[src/rtl/dim_frame_sequencer.sv]
// dim_frame_sequencer: frame/zone timing for the backlight-dimming pixel path.
// Tracks VSYNC/DE on the output pixel clock, assigns each active pixel to a
// backlight zone, strobes the per-zone statistics datapath and applies the
// pass/maker mode only at frame start.
//
// state   | meaning
// --------+--------------------------------------------------------------
// WAIT_VS | after reset, no frame timing known; nothing is accumulated
// ARMED   | frame started, waiting for the first DE line
// ACTIVE  | counting pixels and lines of the active picture
// DONE    | all V_ACTIVE lines seen; further DE lines are errors
module dim_frame_sequencer #(
  parameter int ZONE_W  = 128,
  parameter int ZONE_H  = 192,
  parameter int ZONES_X = 8,
  parameter int ZONES_Y = 4,
  parameter bit VS_POL  = 1'b1
) (
  input  logic                                iODCK,
  input  logic                                reset,
  input  logic                                iDE,
  input  logic                                iHSYNC,
  input  logic                                iVSYNC,
  input  logic                                iSW1pass0maker,
  output logic                                oMode,
  output logic                                oAccEn,
  output logic [$clog2(ZONES_X)-1:0]          oZoneX,
  output logic [$clog2(ZONES_Y)-1:0]          oZoneY,
  output logic [$clog2(ZONES_X*ZONES_Y)-1:0]  oZoneIdx,
  output logic                                oRowLatch,
  output logic                                oFrameDone,
  output logic                                oErr
);

  localparam int H_ACTIVE = ZONE_W * ZONES_X;
  localparam int V_ACTIVE = ZONE_H * ZONES_Y;
  localparam int XW  = $clog2(ZONES_X);
  localparam int YW  = $clog2(ZONES_Y);
  localparam int IW  = $clog2(ZONES_X * ZONES_Y);
  // Pixel counter has headroom above H_ACTIVE so long lines are visible.
  localparam int PW  = $clog2(H_ACTIVE) + 2;
  localparam int LW  = $clog2(V_ACTIVE) + 1;
  localparam int SXW = (ZONE_W > 1) ? $clog2(ZONE_W) : 1;
  localparam int SYW = (ZONE_H > 1) ? $clog2(ZONE_H) : 1;

  localparam logic [PW-1:0]  H_LIM   = PW'(H_ACTIVE);
  localparam logic [LW-1:0]  V_LIM   = LW'(V_ACTIVE);
  localparam logic [LW-1:0]  V_LAST  = LW'(V_ACTIVE - 1);
  localparam logic [SXW-1:0] XS_LAST = SXW'(ZONE_W - 1);
  localparam logic [SYW-1:0] YS_LAST = SYW'(ZONE_H - 1);
  localparam logic [XW-1:0]  ZX_LAST = XW'(ZONES_X - 1);
  localparam logic [YW-1:0]  ZY_LAST = YW'(ZONES_Y - 1);

  typedef enum logic [1:0] {WAIT_VS, ARMED, ACTIVE, DONE} state_t;

  state_t         state;
  logic           de_r, de_d, hs_r, hs_d, vs_r, vs_act_d, sw_r;
  logic [PW-1:0]  pix_cnt;
  logic [SXW-1:0] xsub;
  logic [XW-1:0]  zx;
  logic [LW-1:0]  line_cnt;
  logic [SYW-1:0] ysub;
  logic [YW-1:0]  zy;

  logic           vs_act, fs, de_rise, de_fall, pix_go;
  logic [PW-1:0]  pix_b;
  logic [SXW-1:0] xsub_b;
  logic [XW-1:0]  zx_b;
  logic [LW-1:0]  line_b;
  logic [YW-1:0]  zy_b;
  logic [IW-1:0]  idx_b;

  // Edge detection on the registered inputs.
  assign vs_act  = (vs_r == VS_POL);
  assign fs      = vs_act && !vs_act_d;
  assign de_rise = de_r && !de_d;
  assign de_fall = !de_r && de_d;

  // A DE cycle coinciding with fs is pixel 0 of the new frame, so the
  // counters it sees are the cleared ones.
  assign pix_go = de_r && (fs || (state == ACTIVE) || ((state == ARMED) && de_rise));
  assign pix_b  = fs ? '0 : pix_cnt;
  assign xsub_b = fs ? '0 : xsub;
  assign zx_b   = fs ? '0 : zx;
  assign line_b = fs ? '0 : line_cnt;
  assign zy_b   = fs ? '0 : zy;
  assign idx_b  = IW'(zy_b) * IW'(ZONES_X) + IW'(zx_b);

  // Input registers, sequencer FSM, counters and registered outputs.
  always_ff @(posedge iODCK or posedge reset) begin
    if (reset) begin
      de_r       <= 1'b0;
      de_d       <= 1'b0;
      hs_r       <= 1'b0;
      hs_d       <= 1'b0;
      // Treat VSYNC as already active so a sync in progress is not an edge.
      vs_r       <= VS_POL;
      vs_act_d   <= 1'b1;
      sw_r       <= 1'b1;
      state      <= WAIT_VS;
      pix_cnt    <= '0;
      xsub       <= '0;
      zx         <= '0;
      line_cnt   <= '0;
      ysub       <= '0;
      zy         <= '0;
      oMode      <= 1'b1;
      oAccEn     <= 1'b0;
      oZoneX     <= '0;
      oZoneY     <= '0;
      oZoneIdx   <= '0;
      oRowLatch  <= 1'b0;
      oFrameDone <= 1'b0;
      oErr       <= 1'b0;
    end else begin
      de_r       <= iDE;
      de_d       <= de_r;
      hs_r       <= iHSYNC;
      hs_d       <= hs_r;
      vs_r       <= iVSYNC;
      vs_act_d   <= vs_act;
      sw_r       <= iSW1pass0maker;
      oAccEn     <= 1'b0;
      oRowLatch  <= 1'b0;
      oFrameDone <= 1'b0;

      if (fs) begin
        oMode    <= sw_r;
        // A frame cut short is reported against the frame that follows.
        oErr     <= (state == ACTIVE);
        pix_cnt  <= '0;
        xsub     <= '0;
        zx       <= '0;
        line_cnt <= '0;
        ysub     <= '0;
        zy       <= '0;
        oZoneX   <= '0;
        oZoneY   <= '0;
        oZoneIdx <= '0;
        state    <= de_r ? ACTIVE : ARMED;
      end else begin
        case (state)
          WAIT_VS: ;
          ARMED: begin
            if (de_rise) state <= ACTIVE;
          end
          ACTIVE: begin
            if (de_fall) begin
              if (pix_cnt != H_LIM) oErr <= 1'b1;
              pix_cnt  <= '0;
              xsub     <= '0;
              zx       <= '0;
              line_cnt <= line_cnt + 1'b1;
              if (ysub == YS_LAST) begin
                ysub      <= '0;
                oRowLatch <= 1'b1;
                if (zy != ZY_LAST) zy <= zy + 1'b1;
              end else begin
                ysub <= ysub + 1'b1;
              end
              if (line_cnt == V_LAST) begin
                oFrameDone <= 1'b1;
                state      <= DONE;
              end
            end else if (de_r && de_d && (hs_r != hs_d)) begin
              // HSYNC moving inside an active line means broken timing.
              oErr <= 1'b1;
            end
          end
          DONE: begin
            if (de_rise) oErr <= 1'b1;
          end
          default: state <= WAIT_VS;
        endcase
      end

      if (pix_go) begin
        oAccEn   <= (pix_b < H_LIM) && (line_b < V_LIM);
        oZoneX   <= zx_b;
        oZoneY   <= zy_b;
        oZoneIdx <= idx_b;
        if (pix_b != '1) pix_cnt <= pix_b + 1'b1;
        if (xsub_b == XS_LAST) begin
          xsub <= '0;
          if (zx_b != ZX_LAST) zx <= zx_b + 1'b1;
        end else begin
          xsub <= xsub_b + 1'b1;
        end
      end
    end
  end

endmodule

[config.mk]
export PLATFORM = sky130hd
export DESIGN_NAME = dim_frame_sequencer
export DESIGN_NICKNAME = d
export VERILOG_FILES = /design/src/rtl/dim_frame_sequencer.sv
export SDC_FILE = /design/constraint.sdc
export NUM_CORES = 1
export LEC_CHECK = 0
export ABC_AREA = 1
export BUFFER_PORTS_ARGS = -buffer_cell sky130_fd_sc_hd__buf_4
export CORE_ASPECT_RATIO = 1.2
export CORE_MARGIN = 2
export CORE_UTILIZATION = 55
export DETAILED_ROUTE_END_ITERATION = 7
export PLACE_DENSITY = 0.88
export SLEW_MARGIN = 20
export SYNTH_ARGS = -nofsm -noshare
export SYNTH_HDL_FRONTEND = slang
export SYNTH_SLANG_ARGS = --single-unit
[constraint.sdc]
create_clock -name iODCK -period 2 [get_ports iODCK]
set_input_delay 0.3 -clock iODCK [delete_from_list [all_inputs] [get_ports iODCK]]
set_output_delay 0.3 -clock iODCK [all_outputs]
set_load 0.1 [all_outputs]
==> flow_summary_export.csv <==
group,metric,value,unit
power,p_sw_share,39.7,%
die,start_util,56.9,%
worst_setup_path,r2r_slack,0.08,ns
power,leakage,1.94,nW
sta,finalHoldViolCount,0,
clock_tree,cts_tree,"yes",
worst_setup_path,rr_endpoint,"pix_cnt[9]",
drt,first_pass_iters,5,
clock_tree,hold_buffers,0,
worst_setup_path,crit_arrival,2.19,ns
drt,drt_wl_total,8.01,mm
die,die_y,90.4,um
synth,synthXorXnorAreaFrac,1.79,%
drt,first_iter_violations,262,
global_routing,grt_overflow,0,
cells_and_area,area_delta_synth_final,16.5,%
sta,setup_viol,0,
cells_and_area,diodes,0,
synth,synth-seq-cells,62,
worst_setup_path,critPathRequiredTime,2.27,ns
clock_tree,clock-sinks,62,
synth,synthMuxAreaShare,0,%
synth,synthAdderAreaFrac,2.56,%
global_routing,grt_pass1_vias,3167,
sta,post-route-period-util,95.8,%
global_routing,grt_pass1_wl,13.7,mm
synth,synth_top_family_by_area,"simple AND/OR/NAND/NOR gates",
power,pwr-share-clk,28.9,%
clock_tree,clockBufferDepth,2,
global_routing,antenna_found_initial,0,
cells_and_area,final_nets,477,
clock_tree,htreeDepth,3,
sta,max_freq,522,MHz
sta,fin_setup_tns,0,ns
worst_setup_path,crit_path_max_incr_delay,0.52,ns
die,pin_count,21,
clock_tree,clock_latency,0.34,ns
clock_tree,cts_root_buf,"clkbuf_8",
synth,yosys.cell_types.count,33,
worst_setup_path,cp-start-kind,"flip-flop",
sta,slew_viol_final,0,
power,seqPwrFrac,38.5,%
drt,postRouteAntennaNets,0,
synth,synth_area_leaders,"dfrtp_1 42%, nand2_1 12%, nand3_1 6.3%",
synth,synth_fp_nets,447,
power,p_int,0.00248,W
die,die_w,76.0,um
flow_run,cap_viol_max_count,0,
global_routing,grt_start_max_net_pins,63,
worst_setup_path,worst-path-buf-inv,2,
power,powerDensity,1030,nW/um^2
synth,postSynthAreaPerCell,7.88,um^2
status,status,"finished, final reports clean",
synth,syn-instance-count,434,
synth,synth_area_leader_cell,"dfrtp_1",
drt,route.detailed.drc,0,
global_routing,track_usage,24.5,%
synth,yosys_warnings,0,
worst_setup_path,worstSetupPathType,"flip-flop to flip-flop",
worst_setup_path,reg2reg_from,"vs_act_d",
drt,vias_per_cell,5.66,
synth,async_flop_share,100,%
worst_setup_path,r2r_cells,11,
drt,routed-via-count,3119,
worst_setup_path,critPathCaptureType,"flip-flop",
sta,worstMarginPinSlew,0.331,ns
sta,clock_skew,0.00584,ns
worst_setup_path,crit_slowest_cell,"dfstp_2",
synth,synth_compound_area_share,8.78,%
synth,netlist.area_leader.share,42.4,%
power,irDropWorstVdd,0.836,mV
clock_tree,clkTransAtPathRegs,0.07,ns
worst_setup_path,path_max_fanout,7,
power,combPwrFrac,32.6,%
power,switchingPower,0.00163,W
worst_setup_path,path_delay_family,"simple AND/OR/NAND/NOR gates",
synth,synth_area,3420,um^2
die,num_rows,31,
die,core_area,6010,um^2
worst_setup_path,crit_path_cell_trace,"inv_1 > nand2_4 > inv_4 > nor2_4 > ha_4 > nand4_4 > nor2_4 > nand4_4 > nand2_4 > nor2_1 > nor2_1",
synth,synth-main-ff-cell,"dfrtp_1",
place,gp_congestion,0.949,
die,dieArea,6870,um^2
clock_tree,numCtsBuffers,9,
power,power,0.00412,W
min_path,hold_class,"input pin to asynchronous set/reset pin",
sta,relSlewSlack,77.9,%
synth,synth_edf_count,0,
synth,ys_seq_area_share,45.5,%
cells_and_area,nFillCells,464,
sta,period_minus_slack,1.92,ns
cells_and_area,drive_gt1_share,19.6,%
place,hpwl,5.34,mm
place,io_buffers,20,
synth,yosys.area_share.simple,32.9,%
drt,wl_per_cell,14.5,um
what timing repair did:
action	in CTS	in global routing
gates resized for setup	0	16
buffers inserted	0	1
setup endpoints to repair	0	21
worst min-delay path, cell delays in order:
cell	delay, ns
buf_4	0.11
inv_2	0.05
buf_12	0.29
worst max path at each step:
stage	startpoint	to	slack, ns	cells after the start
3_3_place_gp	vs_act_d	zx[0]	0.12	11
4_1_cts	vs_act_d	pix_cnt[9]	0.01	11
5_1_grt	vs_act_d	pix_cnt[0]	-0.04	11
3_5_place_dp	vs_act_d	pix_cnt[9]	0.06	11
6_report	vs_act_d	pix_cnt[9]	0.08	11
2_1_floorplan	vs_act_d	pix_cnt[9]	0.006	11
through the flow:
step / setup WS (ns) / cells / cell area, um^2 / util (%) / hold WS, ns
after detailed placement: 0.0550 / 534 / 3690 / 61.4 / 0.376
final: 0.0831 / 551 / 3990 / 66.3 / 0.0186
after CTS: 0.0132 / 550 / 3910 / 65.1 / 0.0357
after global routing: -0.0359 / 551 / 3990 / 66.3 / 0.0547
after global placement: 0.124 / 534 / 3690 / 61.4 / 0.377
after floorplan: 0.00611 / 434 / 3430 / - / 0.304
routing by layer:
metal / track usage (%) / part of all wire, % / up-vias
met4: 12.3 / 2.3 / 0
met5: 0 / 0 / -
met3: 3.10 / 5.1 / 18
met1: 29.1 / 40 / 1497
met2: 43.4 / 53 / 115
li1: - / - / 1489
flip-flops by register name (all words and copies together), names as in the netlist:
register	count
pix_cnt	12
ysub	8
hs_r	1
oRowLatch	1
de_r	1
zx	3
state	2
de_d	1
oZoneX	2
oFrameDone	1
vs_act_d	1
oErr	1
vs_act	1
line_cnt	11
oMode	1
xsub	7
zy	2
oZoneIdx	1
oZoneY	2
oAccEn	1
sw_r	1
hs_d	1
synth_stat cells, types with 2 or more instances:
cell and count:
a21oi_1 12, a31oi_1 2, buf_2 6, buf_4 6, buf_6 2, dfrtp_1 58
dfstp_2 4, ha_1 7, inv_1 45, inv_2 5, nand2_1 106, nand2_2 6
nand2_4 2, nand3_1 43, nand4_1 14, nand4_2 2, nor2_1 35, nor2_2 7
nor2_4 4, nor3_1 15, nor4_1 2, o2111ai_1 2, o21ai_0 28, o21ai_1 6
o31ai_1 2, xor2_1 6
cell type report:
type,instances,area [um^2],share of cell area [%]
flip-flops and latches,62,1560,39.1
clock inverters,2,37.5,0.942
well taps,82,103,2.57
clock buffers,14,183,4.58
inverters,50,190,4.77
repair buffers,34,275,6.91
multi-input cells,307,1640,41.2
placed cells by master, fill, tap and decap left out, types with 3 or more instances in the layout:
cell / count
a21oi_1: 12
o21ai_1: 6
buf_4: 31
nor2_4: 7
nor3_1: 15
nand4_1: 14
clkbuf_8: 13
dfrtp_1: 58
nand2_1: 104
o21ai_0: 28
ha_1: 5
nor2_2: 8
xor2_1: 6
dfstp_2: 4
nand2_4: 3
inv_2: 6
inv_1: 43
nor2_1: 31
nand3_1: 42
nand2_2: 7
power by group through the flow:
stage	combinational [W]	clock (W)	sequential (W)
6_report	0.00134	0.00119	0.00158
5_1_grt	0.00145	0.00126	0.00161
4_1_cts	0.00129	0.00120	0.00158
3_5_place_dp	0.00127	0	0.00160
3_3_place_gp	0.00124	0	0.00159
2_1_floorplan	0.000748	0	0.00184
logic make-up after synthesis:
logic type	after synthesis
AND/OR/NAND/NOR	238
flip-flops	62
buffers and inverters	65
XOR/XNOR	7
adder cells (fa/ha/maj)	7
AO/OA/AOI/OAI	55
Power figures use the tool's default switching activity.
